File: config.mk
export PLATFORM = sky130hd
export DESIGN_NAME = wb_csr_ctrl
export DESIGN_NICKNAME = d
export VERILOG_FILES = /design/src/rtl/wb_csr_ctrl.sv
export SDC_FILE = /design/constraint.sdc
export NUM_CORES = 1
export LEC_CHECK = 0
export ABC_CLOCK_PERIOD_IN_PS = 14000
export BUFFER_PORTS_ARGS = -buffer_cell sky130_fd_sc_hd__buf_2
export CAP_MARGIN = 20
export CORE_AREA = 2 2 184 186
export DETAILED_ROUTE_END_ITERATION = 12
export DIE_AREA = 0 0 186 188
export SLEW_MARGIN = 0
export SYNTH_ARGS = -nofsm -noshare
export SYNTH_HDL_FRONTEND = slang
export SYNTH_SLANG_ARGS = --single-unit
File: constraint.sdc
create_clock -name clk -period 14 [get_ports clk]
set_input_delay 0.7 -clock clk [delete_from_list [all_inputs] [get_ports clk]]
set_output_delay 0.7 -clock clk [all_outputs]
set_load 0.02 [all_outputs]
File: src/rtl/wb_csr_ctrl.sv
// WB-stage retire controller: issues CSR read/write, commits exceptions, interrupts and ertn,
// writes the GPR file and holds the pipeline redirect until pre-IF accepts it.
module wb_csr_ctrl #(
    parameter bit         REFETCH_ON_CSRW = 1'b1,
    parameter logic [5:0] ECODE_INT       = 6'h00
) (
    input  logic        clk,
    input  logic        rst,
    input  logic        ms_to_ws_valid,
    output logic        ws_allowin,
    input  logic [31:0] ms_pc,
    input  logic [2:0]  ms_op,
    input  logic [13:0] ms_csr_num,
    input  logic [31:0] ms_rd_value,
    input  logic [31:0] ms_rj_value,
    input  logic [4:0]  ms_dest,
    input  logic [31:0] ms_result,
    input  logic        ms_ex,
    input  logic [5:0]  ms_ecode,
    input  logic [8:0]  ms_esubcode,
    output logic        csr_re,
    output logic        csr_we,
    output logic [13:0] csr_num,
    output logic [31:0] csr_wmask,
    output logic [31:0] csr_wvalue,
    input  logic [31:0] csr_rvalue,
    output logic        wb_ex,
    output logic [5:0]  wb_ecode,
    output logic [8:0]  wb_esubcode,
    output logic [31:0] wb_pc,
    output logic        ertn_flush,
    input  logic [31:0] ex_entry,
    input  logic [31:0] ertn_pc,
    input  logic        has_int,
    output logic        rf_we,
    output logic [4:0]  rf_waddr,
    output logic [31:0] rf_wdata,
    output logic        flush_valid,
    output logic [31:0] flush_target,
    input  logic        flush_ready
);

    localparam logic [2:0] OP_CSRRD   = 3'd1;
    localparam logic [2:0] OP_CSRWR   = 3'd2;
    localparam logic [2:0] OP_CSRXCHG = 3'd3;
    localparam logic [2:0] OP_ERTN    = 3'd4;
    localparam logic [2:0] OP_SYSCALL = 3'd5;
    localparam logic [2:0] OP_BREAK   = 3'd6;

    typedef enum logic [1:0] {EMPTY, VALID, FLUSH} state_t;

    state_t      state;
    logic [31:0] r_pc, r_rd_value, r_rj_value, r_result;
    logic [2:0]  r_op;
    logic [13:0] r_csr_num;
    logic [4:0]  r_dest;
    logic        r_ex;
    logic [5:0]  r_ecode;
    logic [8:0]  r_esubcode;

    logic        valid, is_exc_op, take_ex, do_ertn, is_csr, is_csrw, redirect;
    logic [31:0] redirect_pc;

    assign valid       = (state == VALID);
    assign is_exc_op   = (r_op == OP_SYSCALL) || (r_op == OP_BREAK);
    assign take_ex     = valid && (has_int || r_ex || is_exc_op);
    assign do_ertn     = valid && !take_ex && (r_op == OP_ERTN);
    assign is_csr      = valid && !take_ex &&
                         ((r_op == OP_CSRRD) || (r_op == OP_CSRWR) || (r_op == OP_CSRXCHG));
    assign is_csrw     = is_csr && (r_op != OP_CSRRD);
    assign redirect    = take_ex || do_ertn || (is_csrw && REFETCH_ON_CSRW);
    assign redirect_pc = take_ex ? ex_entry : (do_ertn ? ertn_pc : r_pc + 32'd4);
    assign ws_allowin  = (state != FLUSH);

    // NOTE: sequential state uses <= so every register samples pre-edge values regardless of statement order.
    always_ff @(posedge clk) begin
        if (rst) begin
            state        <= EMPTY;
            flush_valid  <= 1'b0;
            flush_target <= 32'd0;
        end else begin
            case (state)
                EMPTY, VALID: begin
                    if (redirect) begin
                        state        <= FLUSH;
                        flush_valid  <= 1'b1;
                        flush_target <= redirect_pc;
                    end else begin
                        state <= ms_to_ws_valid ? VALID : EMPTY;
                    end
                end
                FLUSH: begin
                    if (flush_ready) begin
                        state       <= EMPTY;
                        flush_valid <= 1'b0;
                    end
                end
                default: state <= EMPTY;
            endcase
        end
    end

    // NOTE: payload registers carry no reset; they are only observed while state is VALID.
    always_ff @(posedge clk) begin
        if (ws_allowin && ms_to_ws_valid) begin
            r_pc       <= ms_pc;
            r_op       <= ms_op;
            r_csr_num  <= ms_csr_num;
            r_rd_value <= ms_rd_value;
            r_rj_value <= ms_rj_value;
            r_dest     <= ms_dest;
            r_result   <= ms_result;
            r_ex       <= ms_ex;
            r_ecode    <= ms_ecode;
            r_esubcode <= ms_esubcode;
        end
    end

    // NOTE: every output gets a default first so no latch is inferred on untaken paths.
    always_comb begin
        wb_ex       = take_ex;
        wb_ecode    = 6'd0;
        wb_esubcode = 9'd0;
        wb_pc       = 32'd0;
        ertn_flush  = do_ertn;
        csr_re      = is_csr;
        csr_we      = is_csrw;
        csr_num     = valid ? r_csr_num : 14'd0;
        csr_wmask   = 32'd0;
        csr_wvalue  = 32'd0;
        rf_we       = valid && !take_ex && (r_op != OP_ERTN) && (r_dest != 5'd0);
        rf_waddr    = 5'd0;
        rf_wdata    = 32'd0;

        // Interrupt preempts the inst, so ERA points at it and nothing else retires.
        if (take_ex) begin
            wb_pc = r_pc;
            if (has_int) begin
                wb_ecode = ECODE_INT;
            end else if (r_ex) begin
                wb_ecode    = r_ecode;
                wb_esubcode = r_esubcode;
            end else begin
                wb_ecode = (r_op == OP_SYSCALL) ? 6'h0B : 6'h0C;
            end
        end
        if (is_csrw) begin
            csr_wmask  = (r_op == OP_CSRXCHG) ? r_rj_value : 32'hFFFF_FFFF;
            csr_wvalue = r_rd_value;
        end
        if (rf_we) begin
            rf_waddr = r_dest;
            rf_wdata = is_csr ? csr_rvalue : r_result;
        end
    end

endmodule

Yosys cells after proc, flatten, opt, wreduce, memory -nomap -nowiden
Index checks and enable logic that the tools add are counted.
- bits in registers: 201
- $add $sub $neg: 1
- equality and inequality tests: 13
- muxes and demuxes: 24
- reductions and logical operators: 22
- operators by type and width (operator ; number):
    2-to-1 mux 32 bit ; 8
    adder 32 x 3 -> 32 bit, second input constant ; 1
    2-to-1 mux 9 bit ; 3
    2-to-1 mux 6 bit ; 3
    2-to-1 mux 14 bit ; 1
    equality test 3 bit, second input constant ; 3
    logical AND 1 bit ; 8
    logical OR 1 bit ; 7
    equality test 3 x 2 -> 1 bit, second input constant ; 2
    != test 2 bit, second input constant ; 3
    2-to-1 mux 5 bit ; 1
    nonzero test 5 bit ; 1
    2-to-1 mux 2 bit ; 2
    case mux 2 bit (2 select lines) ; 1
    equality test 3 x 1 -> 1 bit, second input constant ; 1
    2-to-1 mux 1 bit ; 3
    2-to-1 mux 3 bit ; 1
    != test 3 x 1 -> 1 bit, second input constant ; 1
    != test 3 bit, second input constant ; 1
    AND reduction 3 bit ; 1
    equality test 2 x 1 -> 1 bit, second input constant ; 1
    equality test 2 bit, second input constant ; 1
    zero test 2 bit ; 1
    case mux 1 bit (2 select lines) ; 1
    4 further kinds ; 4

Longest topological paths before layout
- depth after elaboration: 11
- mapped depth: 8
- mapped depth without buffers: 6

Worst setup path before layout
Ideal clock, no wire load.
- path kind: in2reg
- start point: input port ms_to_ws_valid
- end point: register r_csr_num[0] (enable)
- data arrival time: 4480 ps
- required time: 13455 ps
- setup slack: 8975 ps
- stages on the path: 1
- path buffers: 0
- cells stage by stage: and2_1
- cells in the longest elaborated chain, start to end: 1
- RTL lines (item ; RTL line ; RTL):
    start, declared ; 9 ; input logic ms_to_ws_valid,
    logical AND 1 bit ; 105 ; if (ws_allowin && ms_to_ws_valid) begin
    end signal, assigned ; 108 ; r_csr_num <= ms_csr_num;
    end, declared ; 55 ; logic [13:0] r_csr_num;
Every way passes these cells.
A chain may end at the register's enable or synchronous reset.

Worst setup path after layout
- start point: register r_ex
- end point: output port wb_pc[3]
- cells in the longest elaborated chain, start to end: 4
- RTL lines (item ; RTL line ; RTL):
    start, declared ; 57 ; logic r_ex;
    start signal, assigned ; 113 ; r_ex <= ms_ex;
    logical OR 1 bit (2 in a row) ; 66 ; assign take_ex = valid && (has_int || r_ex || is_exc_op);
    logical AND 1 bit ; 66 ;
    2-to-1 mux 32 bit ; 136 ; if (take_ex) begin
    end, declared ; 30 ; output logic [31:0] wb_pc,
Every way passes these cells.

==> metrics.cfg <==
[routing]
drtPass1Iterations = 4
postRouteWirelength_um = 30900
route.detailed.drc = 0
wl_per_cell_um = 18.2
vias_per_cell = 4.58
vias = 7773
drtAntennaViolNets = 0
drt_iter0_markers = 393

[setup_path]
crit_path_max_incr_delay_ps = 500
end_kind = primary output
start_kind = flop
cp.arrival_ps = 3190
criticalPathCategory = flop to primary output
cp_slowest_cell = edfxtp_1
critPathRequiredTime_ps = 13300
crit_top_cell = buf_4
crit_chain = or2_2, a22oi_2, buf_4, clkinv_1, buf_4, and2_1, buf_2
startpoint = r_ex$_DFFE_PP_
cp_max_fo = 40
r2r-start = r_ex$_DFFE_PP_

[grt]
grt_antenna_before_repair = 7
grt_pass1_vias = 7751
grtUsageTotal_pct = 16.9
grt_overflow_total = 0
grt_pass1_wl_um = 44500
grt_max_degree = 83

[floorplanning]
coreArea_um2 = 33100
start_util_pct = 26.6
die_area_um2 = 35000
die_x_um = 186
rows = 67
die_h_um = 188
io_pins = 468

[cts]
cts_buffers = 24
post_cts_resize_count = 0
htree_levels = 1
postCtsSetupBuffers = 0
root_buffer = clkbuf_16
cts_tree = built
cts.reportedPaths.clkPinSlew_ps = 60
hold_buffers = 0
cts_buffer_depth = 3
clock_latency_ps = 520
cts_num_sinks = 201

[place]
gp_congestion = 0.816
dp.cells = 1648
io_buffers = 467
place_ws_ps = 10040
dp_hpwl_um = 23000

[yosys]
synth_cell_types = 54
ys_warn_count = 0
avgSynthCellArea_um2 = 11.4
ys_ff_latch = 201
syn-num-nets = 1038
synthArstFlopShare_pct = 0
ys_top_cells_by_count = edfxtp_1 (166), nor2_1 (103), and2_1 (92), nand2_1 (82), a21oi_1 (47)
yosys.area.top_type = edfxtp_1
netlist_area_um2 = 8800
synthTopCellsByArea = edfxtp_1 (57%), dfxtp_1 (8.0%), and2_1 (6.5%)
synth.most_common_cell = edfxtp_1
synth-edff-count = 166
synth_top_area_share_pct = 56.7
synth_flop_cell = edfxtp_1
syn-instance-count = 770
yosysSeqAreaShare_pct = 64.6

[sta]
min_period_over_period_pct = 27.7
tns_ps = 0
maxSlewViolCount = 0
setup_viol_count_final = 0
fin_crit_ps = 3890
finClkSkew_ps = 8.80
timing.final.ws_setup_ps = 10120
rsz0062_at_grt = false
worstMarginPinSlew_ps = 1050
finalHoldViolations = 0
fmax_ghz = 0.257
slew_headroom_pct = 29.7

[hold_path]
hold_start = ms_rj_value[26]
min_path_type = input port to flop

[layout]
nets = 1496
area_delta_synth_final_pct = 40.8
layout.cells.non_filler = 1697
drive_above_1_share_pct = 42.0

[flow_run]
maxCapViolations = 0

[status]
status = finished, final reports clean

[pwr]
peakVddDrop_mv = 0.0886
power.leakage_nw = 5.61
p_per_area_nw_per_um2 = 118

==> path summary, 6_finish.rpt <==
kind,slack [ps],endpoint,depth (start not counted)
setup / recovery,10120,wb_pc[3],7
hold / removal,360,r_rj_value[26]$_DFFE_PP_,1
setup reg to reg,11050,flush_target[28]$_SDFFE_PP0P_,7
hold reg to reg,470,flush_target[31]$_SDFFE_PP0P_,2
==> report_power, final <==
| group | total (W) | internal (W) | leakage [nW] | switching (W) |
|---|---|---|---|---|
| Sequential | 0.000715 | 0.000694 | 1.90 | 0.0000203 |
| Clock | 0.000580 | 0.000343 | 0.353 | 0.000238 |
| Combinational | 0.000164 | 0.0000646 | 3.35 | 0.0000999 |
==> area by class of cell <==
type / count / area, um2
Antenna cell: 5 / 12.5
Clock buffer: 31 / 648
Clock inverter: 11 / 80.1
Fill cell: 3347 / 20700
Inverter: 14 / 65.1
Multi-Input combinational cell: 507 / 2850
Sequential cell: 201 / 5690
Tap cell: 448 / 561
Timing Repair Buffer: 480 / 2480
==> cell families after synthesis <==
group,after synthesis,synth area share (%)
compound gates,137,10.4
fa+ha+maj,1,0.142
buf+inv,62,3.06
simple gates,347,19.5
xor+xnor,19,1.89
flops,201,64.6
mux,3,0.341
==> metrics by stage <==
step	area (um2)	hold WS (ps)	power, W	util, %
5_1_grt	12400	326	0.00152	37.4
3_3_place_gp	11600	456	0.000890	35.0
3_5_place_dp	11600	467	0.000893	35.0
4_1_cts	12300	329	0.00148	37.2
6_report	12400	356	0.00146	37.4
2_1_floorplan	8800	462	0.000808	-
==> layer usage <==
metal / wire length (um) / GRT usage [%] / vias up
met4: 780 / 5.27 / 4
met3: 2790 / 4.95 / 53
met5: 21 / 0 / -
li1: - / - / 3700
met2: 15100 / 29.3 / 350
met1: 12100 / 20.1 / 3666
==> flip-flops by register name, summed over array words and instances, names as in the netlist <==
| signal | flops |
|---|---|
| flush_target | 32 |
| r_pc | 32 |
| r_rd_value | 32 |
| r_result | 32 |
| r_rj_value | 32 |
| r_csr_num | 14 |
| r_esubcode | 9 |
| r_ecode | 6 |
| r_dest | 5 |
| r_op | 3 |
| state | 2 |
| flush_valid | 1 |
| r_ex | 1 |
==> worst max-delay path, delay by kind of cell, from the launching register on <==
kind	cells	cell delay [ps]
flops	1	500
buf+inv	4	1370
simple gates	2	590
compound gates	1	190
==> placed cells by master (no fill, tap or decap), types with 3 or more instances in the layout <==
master / n
buf_2: 467
edfxtp_1: 166
nor2_1: 103
and2_1: 91
nand2_1: 82
a21oi_1: 47
dfxtp_1: 35
clkbuf_16: 25
o21ai_0: 16
a211oi_1: 16
nand3_1: 13
xnor2_1: 13
nor3_1: 12
o221ai_1: 12
inv_1: 11
nor4_1: 10
buf_4: 10
a221oi_1: 8
o22ai_1: 8
o211ai_1: 7
nand4_1: 7
xor2_1: 6
clkinv_1: 6
o31a_1: 6
clkbuf_1: 6
diode_2: 5
and3_1: 4
or3_1: 3
o21a_1: 3
mux2i_1: 3
a2111oi_1: 3
a31o_1: 3
clkinv_2: 3
No activity file was read; power rests on OpenSTA's default activity.
